## src/rtl/uart_rx_fifo_pkg.sv

```systemverilog
// Shared definitions for the miniuart receive buffer: status-word bit positions
// (the same values the miniuart and firmware headers use) and the status packer.
package uart_rx_fifo_pkg;

  localparam int UART_ST_TXBUSY  = 0;
  localparam int UART_ST_RXAVAIL = 1;
  localparam int UART_ST_OVR     = 2;
  localparam int UART_ST_FULL    = 3;
  localparam int UART_ST_CNT_LSB = 8;
  localparam int UART_ST_CNT_W   = 8;

  typedef struct packed {
    logic       tx_busy;
    logic       nonempty;
    logic       overrun;
    logic       full;
    logic [7:0] count;
  } rx_status_t;

  // Any bit without an assigned meaning reads as zero.
  function automatic logic [31:0] pack_status(input rx_status_t st);
    logic [31:0] word;
    word                                  = '0;
    word[UART_ST_TXBUSY]                  = st.tx_busy;
    word[UART_ST_RXAVAIL]                 = st.nonempty;
    word[UART_ST_OVR]                     = st.overrun;
    word[UART_ST_FULL]                    = st.full;
    word[UART_ST_CNT_LSB +: UART_ST_CNT_W] = st.count;
    return word;
  endfunction

endpackage

```

## src/rtl/sync_fifo_core.sv

```systemverilog
// Byte FIFO with a first-word-fall-through output. A push into a full FIFO is
// accepted only when a pop frees a slot in the same cycle; a pop of an empty FIFO is ignored.
module sync_fifo_core #(
  parameter int DEPTH = 16
) (
  input  logic                     clk,
  input  logic                     reset,
  input  logic                     push,
  input  logic                     pop,
  input  logic [7:0]               din,
  output logic [7:0]               dout,
  output logic [$clog2(DEPTH):0]   count,
  output logic [$clog2(DEPTH):0]   count_next,
  output logic                     full,
  output logic                     empty
);

  localparam int AW = $clog2(DEPTH);
  localparam logic [AW-1:0] PTR_ONE  = AW'(1);
  localparam logic [AW:0]   CNT_ONE  = (AW+1)'(1);
  localparam logic [AW:0]   CNT_FULL = (AW+1)'(DEPTH);

  logic [7:0]    mem [DEPTH];
  logic [AW-1:0] wr_ptr;
  logic [AW-1:0] rd_ptr;
  logic          do_push;
  logic          do_pop;

  assign empty   = (count == '0);
  assign full    = (count == CNT_FULL);
  assign do_pop  = pop && !empty;
  assign do_push = push && (!full || do_pop);
  assign dout    = mem[rd_ptr];

  // NOTE: every variable written here gets a default first, so no path leaves it unassigned and no latch is inferred.
  always_comb begin
    count_next = count;
    unique case ({do_push, do_pop})
      2'b10:   count_next = count + CNT_ONE;
      2'b01:   count_next = count - CNT_ONE;
      default: count_next = count;
    endcase
  end

  // NOTE: state registers use non-blocking assignments so every flop samples pre-edge values.
  always_ff @(posedge clk or posedge reset) begin
    if (reset) begin
      wr_ptr <= '0;
      rd_ptr <= '0;
      count  <= '0;
    end else begin
      if (do_push) wr_ptr <= wr_ptr + PTR_ONE;
      if (do_pop)  rd_ptr <= rd_ptr + PTR_ONE;
      count <= count_next;
    end
  end

  // NOTE: the storage array has no reset; the pointers define which entries are meaningful.
  always_ff @(posedge clk) begin
    if (do_push) mem[wr_ptr] <= din;
  end

endmodule

```

## src/rtl/uart_rx_fifo.sv

```systemverilog
// miniuart receive buffer: captures received-byte strobes into a FIFO and maps it
// onto the CPU data/status registers, with sticky overrun and a level interrupt.
module uart_rx_fifo
  import uart_rx_fifo_pkg::*;
#(
  parameter int DEPTH     = 16,
  parameter int THRESHOLD = 1
) (
  input  logic        clk,
  input  logic        reset,
  input  logic        rx_valid,
  input  logic [7:0]  rx_data,
  input  logic        tx_busy,
  input  logic        reg_dat_re,
  output logic [31:0] reg_dat_do,
  input  logic        reg_state_re,
  output logic [31:0] reg_state_do,
  output logic        irq
);

  localparam int AW = $clog2(DEPTH);
  localparam logic [AW:0] THR = (AW+1)'(THRESHOLD);

  logic [7:0]  head;
  logic [AW:0] count;
  logic [AW:0] count_next;
  logic        full;
  logic        empty;
  logic        overrun;
  logic        overrun_next;
  logic        irq_next;
  rx_status_t  status;

  sync_fifo_core #(.DEPTH(DEPTH)) u_fifo (
    .clk        (clk),
    .reset      (reset),
    .push       (rx_valid),
    .pop        (reg_dat_re),
    .din        (rx_data),
    .dout       (head),
    .count      (count),
    .count_next (count_next),
    .full       (full),
    .empty      (empty)
  );

  // A byte is lost only when full with no pop freeing a slot; a coincident clear loses to the set.
  assign overrun_next = (rx_valid && full && !reg_dat_re) || (overrun && !reg_state_re);
  assign irq_next     = (count_next >= THR) || overrun_next;

  always_ff @(posedge clk or posedge reset) begin
    if (reset) begin
      overrun <= 1'b0;
      irq     <= 1'b0;
    end else begin
      overrun <= overrun_next;
      irq     <= irq_next;
    end
  end

  always_comb begin
    status          = '0;
    status.tx_busy  = tx_busy;
    status.nonempty = !empty;
    status.overrun  = overrun;
    status.full     = full;
    status.count    = 8'(count);
  end

  assign reg_dat_do   = empty ? 32'h0 : {24'h0, head};
  assign reg_state_do = pack_status(status);

endmodule

```

## config.mk

```make
export PLATFORM = sky130hd
export DESIGN_NAME = uart_rx_fifo
export DESIGN_NICKNAME = d
export VERILOG_FILES = /design/src/rtl/uart_rx_fifo_pkg.sv /design/src/rtl/sync_fifo_core.sv /design/src/rtl/uart_rx_fifo.sv
export SDC_FILE = /design/constraint.sdc
export NUM_CORES = 1
export LEC_CHECK = 0
export ABC_CLOCK_PERIOD_IN_PS = 6420
export CORE_ASPECT_RATIO = 0.75
export CORE_MARGIN = 1.5
export CORE_UTILIZATION = 50
export CTS_CLUSTER_SIZE = 14
export DETAILED_ROUTE_END_ITERATION = 8
export DONT_BUFFER_PORTS = 1
export MAX_ROUTING_LAYER = met4
export PLACE_DENSITY = 0.62
export RECOVER_POWER = 25
export SKIP_CTS_REPAIR_TIMING = 1
export SLEW_MARGIN = 20
export SYNTH_ARGS = -nofsm -noshare
export SYNTH_HDL_FRONTEND = slang
export SYNTH_HIERARCHICAL = 1
export SYNTH_SLANG_ARGS = --single-unit
```

## constraint.sdc

```tcl
create_clock -name clk -period 6.42 [get_ports clk]
set_clock_uncertainty 0.15 [all_clocks]
set_input_delay 1.284 -clock clk [delete_from_list [all_inputs] [get_ports clk]]
set_output_delay 1.284 -clock clk [all_outputs]
set_load 0.02 [all_outputs]
```

==> flow_summary.ini <==
[run_status]
status = finished, final reports clean

[setup_path]
startpoint_type = flip-flop
worst_ep_arrival_time_ns = 2.77
reg2reg_depth = 9
startpoint = u_fifo/rd_ptr[0]$_DFFE_PP0N_
critical_path.endpoint = reg_dat_do[3]
r2r_setup_slack_ns = 2.57
path_max_fanout = 20
timing.rr.end = irq$_DFF_PP0_
reg2reg_from = u_fifo/count[1]$_DFF_PP0_
cp-end-kind = primary output
critPathRequiredTime_ns = 4.99
criticalPathCategory = flip-flop to primary output

[sta]
rsz0062_at_grt = false
finalSetupTns_ns = 0
finalCritPeriodShare = 0.6556
setup_viol = 0
max_freq_ghz = 0.2376
tightest_slew_ns = 1.099
maxSlewViolCount = 0
hold_viol = 0
slew_headroom = 0.2655
period_needed_ns = 4.209
fin_ws_ns = 2.211
finalHoldWorstSlack_ns = 0.3841

[drt]
viasPerCell = 5.491
drcViolationCount = 0
routed-via-count = 2998
drt_iter0_markers = 200
detail-route-antenna-nets = 0
wl_um = 11630
wl_per_cell_um = 21.29
first_pass_iters = 5

[global_route]
antenna_found_initial = 0
grt_max_degree = 29
grt_pass1_vias = 2854
grt.total_usage = 0.1980
grt_pass1_wl_um = 17760
overflow = 0

[placed_design]
place_ws_ns = 2.606
placed_area_mm2 = 0.006202
portBuffers = 0
place_hpwl_um = 7323
placed_cells = 514
routabilityCongestion = 0.8004

[floorplan]
core-area_mm2 = 0.01222
start_util = 0.5106
die_h_um = 99.74
rows = 35
io_pins = 79
dieArea_mm2 = 0.01316
die_width_um = 132.0

[cts]
clkTransAtPathRegs_ns = 0.06
clockRootBuffer = clkbuf_16
cts_num_sinks = 143
cts_buffer_depth = 2
htreeDepth = 4
numCtsBuffers = 17
cts_tree = done
clkLatencyLatePin_ns = 0.41

[cells_and_area]
fin_area_mm2 = 0.006804
layout_common_cells = edfxtp_1 (128), conb_1 (47), mux4_2 (32), clkbuf_16 (17)
drive_gt1_frac = 0.1711
final_nets = 390
stdcell_count = 546
final_util = 0.5569
mostFrequentLayoutCell = edfxtp_1
syn_to_final_growth_pct = 9.065
diodes = 0

[synthesis]
yosys_register_bits = 143
synth_area_mm2 = 0.006238
synth_area_leaders = edfxtp_1 (62%), mux4_2 (12%), buf_4 (6.0%)
yosysTopAreaCellShare = 0.6161
syn_inst = 364
yosys.area.top_type = edfxtp_1
synthDistinctLibCells = 39
syn_area_per_cell_um2 = 17.14
yosysSeqAreaShare = 0.6763
synth_warnings = 6

[power_and_ir_drop]
power.total_mw = 3.170
power_density_mw_per_mm2 = 465.9
p_leak_nw = 2.437
vdd_ir_drop_max_mv = 0.2240

[run]
drv_cap = 0

[hold_path]
hp-class = flip-flop to flip-flop
[registers in the layout, indices dropped and copies added (netlist names)]
name	cells
irq	1
overrun	1
u_fifo/count	5
u_fifo/mem	128
u_fifo/rd_ptr	4
u_fifo/wr_ptr	4
[power by group]
part / switching [mW] / internal [mW] / leakage, nW
Sequential: 0.138 / 1.14 / 1.33
Clock: 0.357 / 0.641 / 0.287
Combinational: 0.518 / 0.372 / 0.816
Total: 1.01 / 2.16 / 2.44
[layout make-up]
type | instances | area (um^2)
clock buffer | 18 | 429.2
clock inverter | 14 | 172.7
fill | 935 | 5414
inverter | 8 | 30.03
multi-input combinational | 195 | 1729
sequential | 143 | 4220
tap | 166 | 207.7
timing repair buffer | 2 | 15.01
[per-layer routing]
metal	track usage	vias up	part of all wire
li1	-	1326	-
met1	0.2881	1561	0.47
met2	0.2678	89	0.45
met3	0.05403	22	0.061
met4	0.07179	0	0.015
met5	-	-	0
[worst min path at each step]
| stage | from | to | slack (ns) | cells past startpoint |
|---|---|---|---|---|
| final | u_fifo/wr_ptr[3]$_DFFE_PP0P_ | u_fifo/wr_ptr[3]$_DFFE_PP0P_ | 0.38 | 1 |
| after global routing | u_fifo/wr_ptr[3]$_DFFE_PP0P_ | u_fifo/wr_ptr[3]$_DFFE_PP0P_ | 0.41 | 1 |
| after CTS | u_fifo/wr_ptr[3]$_DFFE_PP0P_ | u_fifo/wr_ptr[3]$_DFFE_PP0P_ | 0.39 | 1 |
| after detailed placement | u_fifo/wr_ptr[3]$_DFFE_PP0P_ | u_fifo/wr_ptr[3]$_DFFE_PP0P_ | 0.38 | 1 |
| after global placement | u_fifo/wr_ptr[3]$_DFFE_PP0P_ | u_fifo/wr_ptr[3]$_DFFE_PP0P_ | 0.38 | 1 |
| after floorplan | u_fifo/rd_ptr[3]$_DFFE_PP0N_ | u_fifo/rd_ptr[3]$_DFFE_PP0N_ | 0.34 | 1 |
[critical path, cell delays in order, from the launching register on]
cell     delay [ns]
dfrtp_2        0.69
buf_4          0.47
mux4_2         0.55
a22oi_1        0.31
nand2_1        0.10
nor2b_1        0.21
[cells in the mapped netlist, drive strengths merged]
library cell    n
edfxtp        128
buf            56
mux4           32
a22oi          16
and3           16
dfrtp          15
nor2b          13
nand2          12
nor2            9
clkbuf          8
ha              8
inv             8
xor2            5
xnor2           4
a21oi           3
and2            3
mux2            3
a211o           2
a21o            2
a32o            2
nand2b          2
nand3           2
o21ai           2
or4             2
a21boi          1
conb            1
fa              1
mux2i           1
nand4           1
nor3            1
nor4            1
o22ai           1
o2bb2ai         1
o311ai          1
or3             1
[cell families after synthesis]
logic type	after synthesis	share of synthesized area
XOR/XNOR	9	0.01263
flip-flops	143	0.6763
adder cells (fa/ha/maj)	9	0.01925
multiplexers	36	0.1225
AO/OA/AOI/OAI	31	0.03831
buffers and inverters	72	0.07421
AND/OR/NAND/NOR	63	0.05616
other	1	0.0006011
Note: power is estimated with default switching activity, not from simulation.
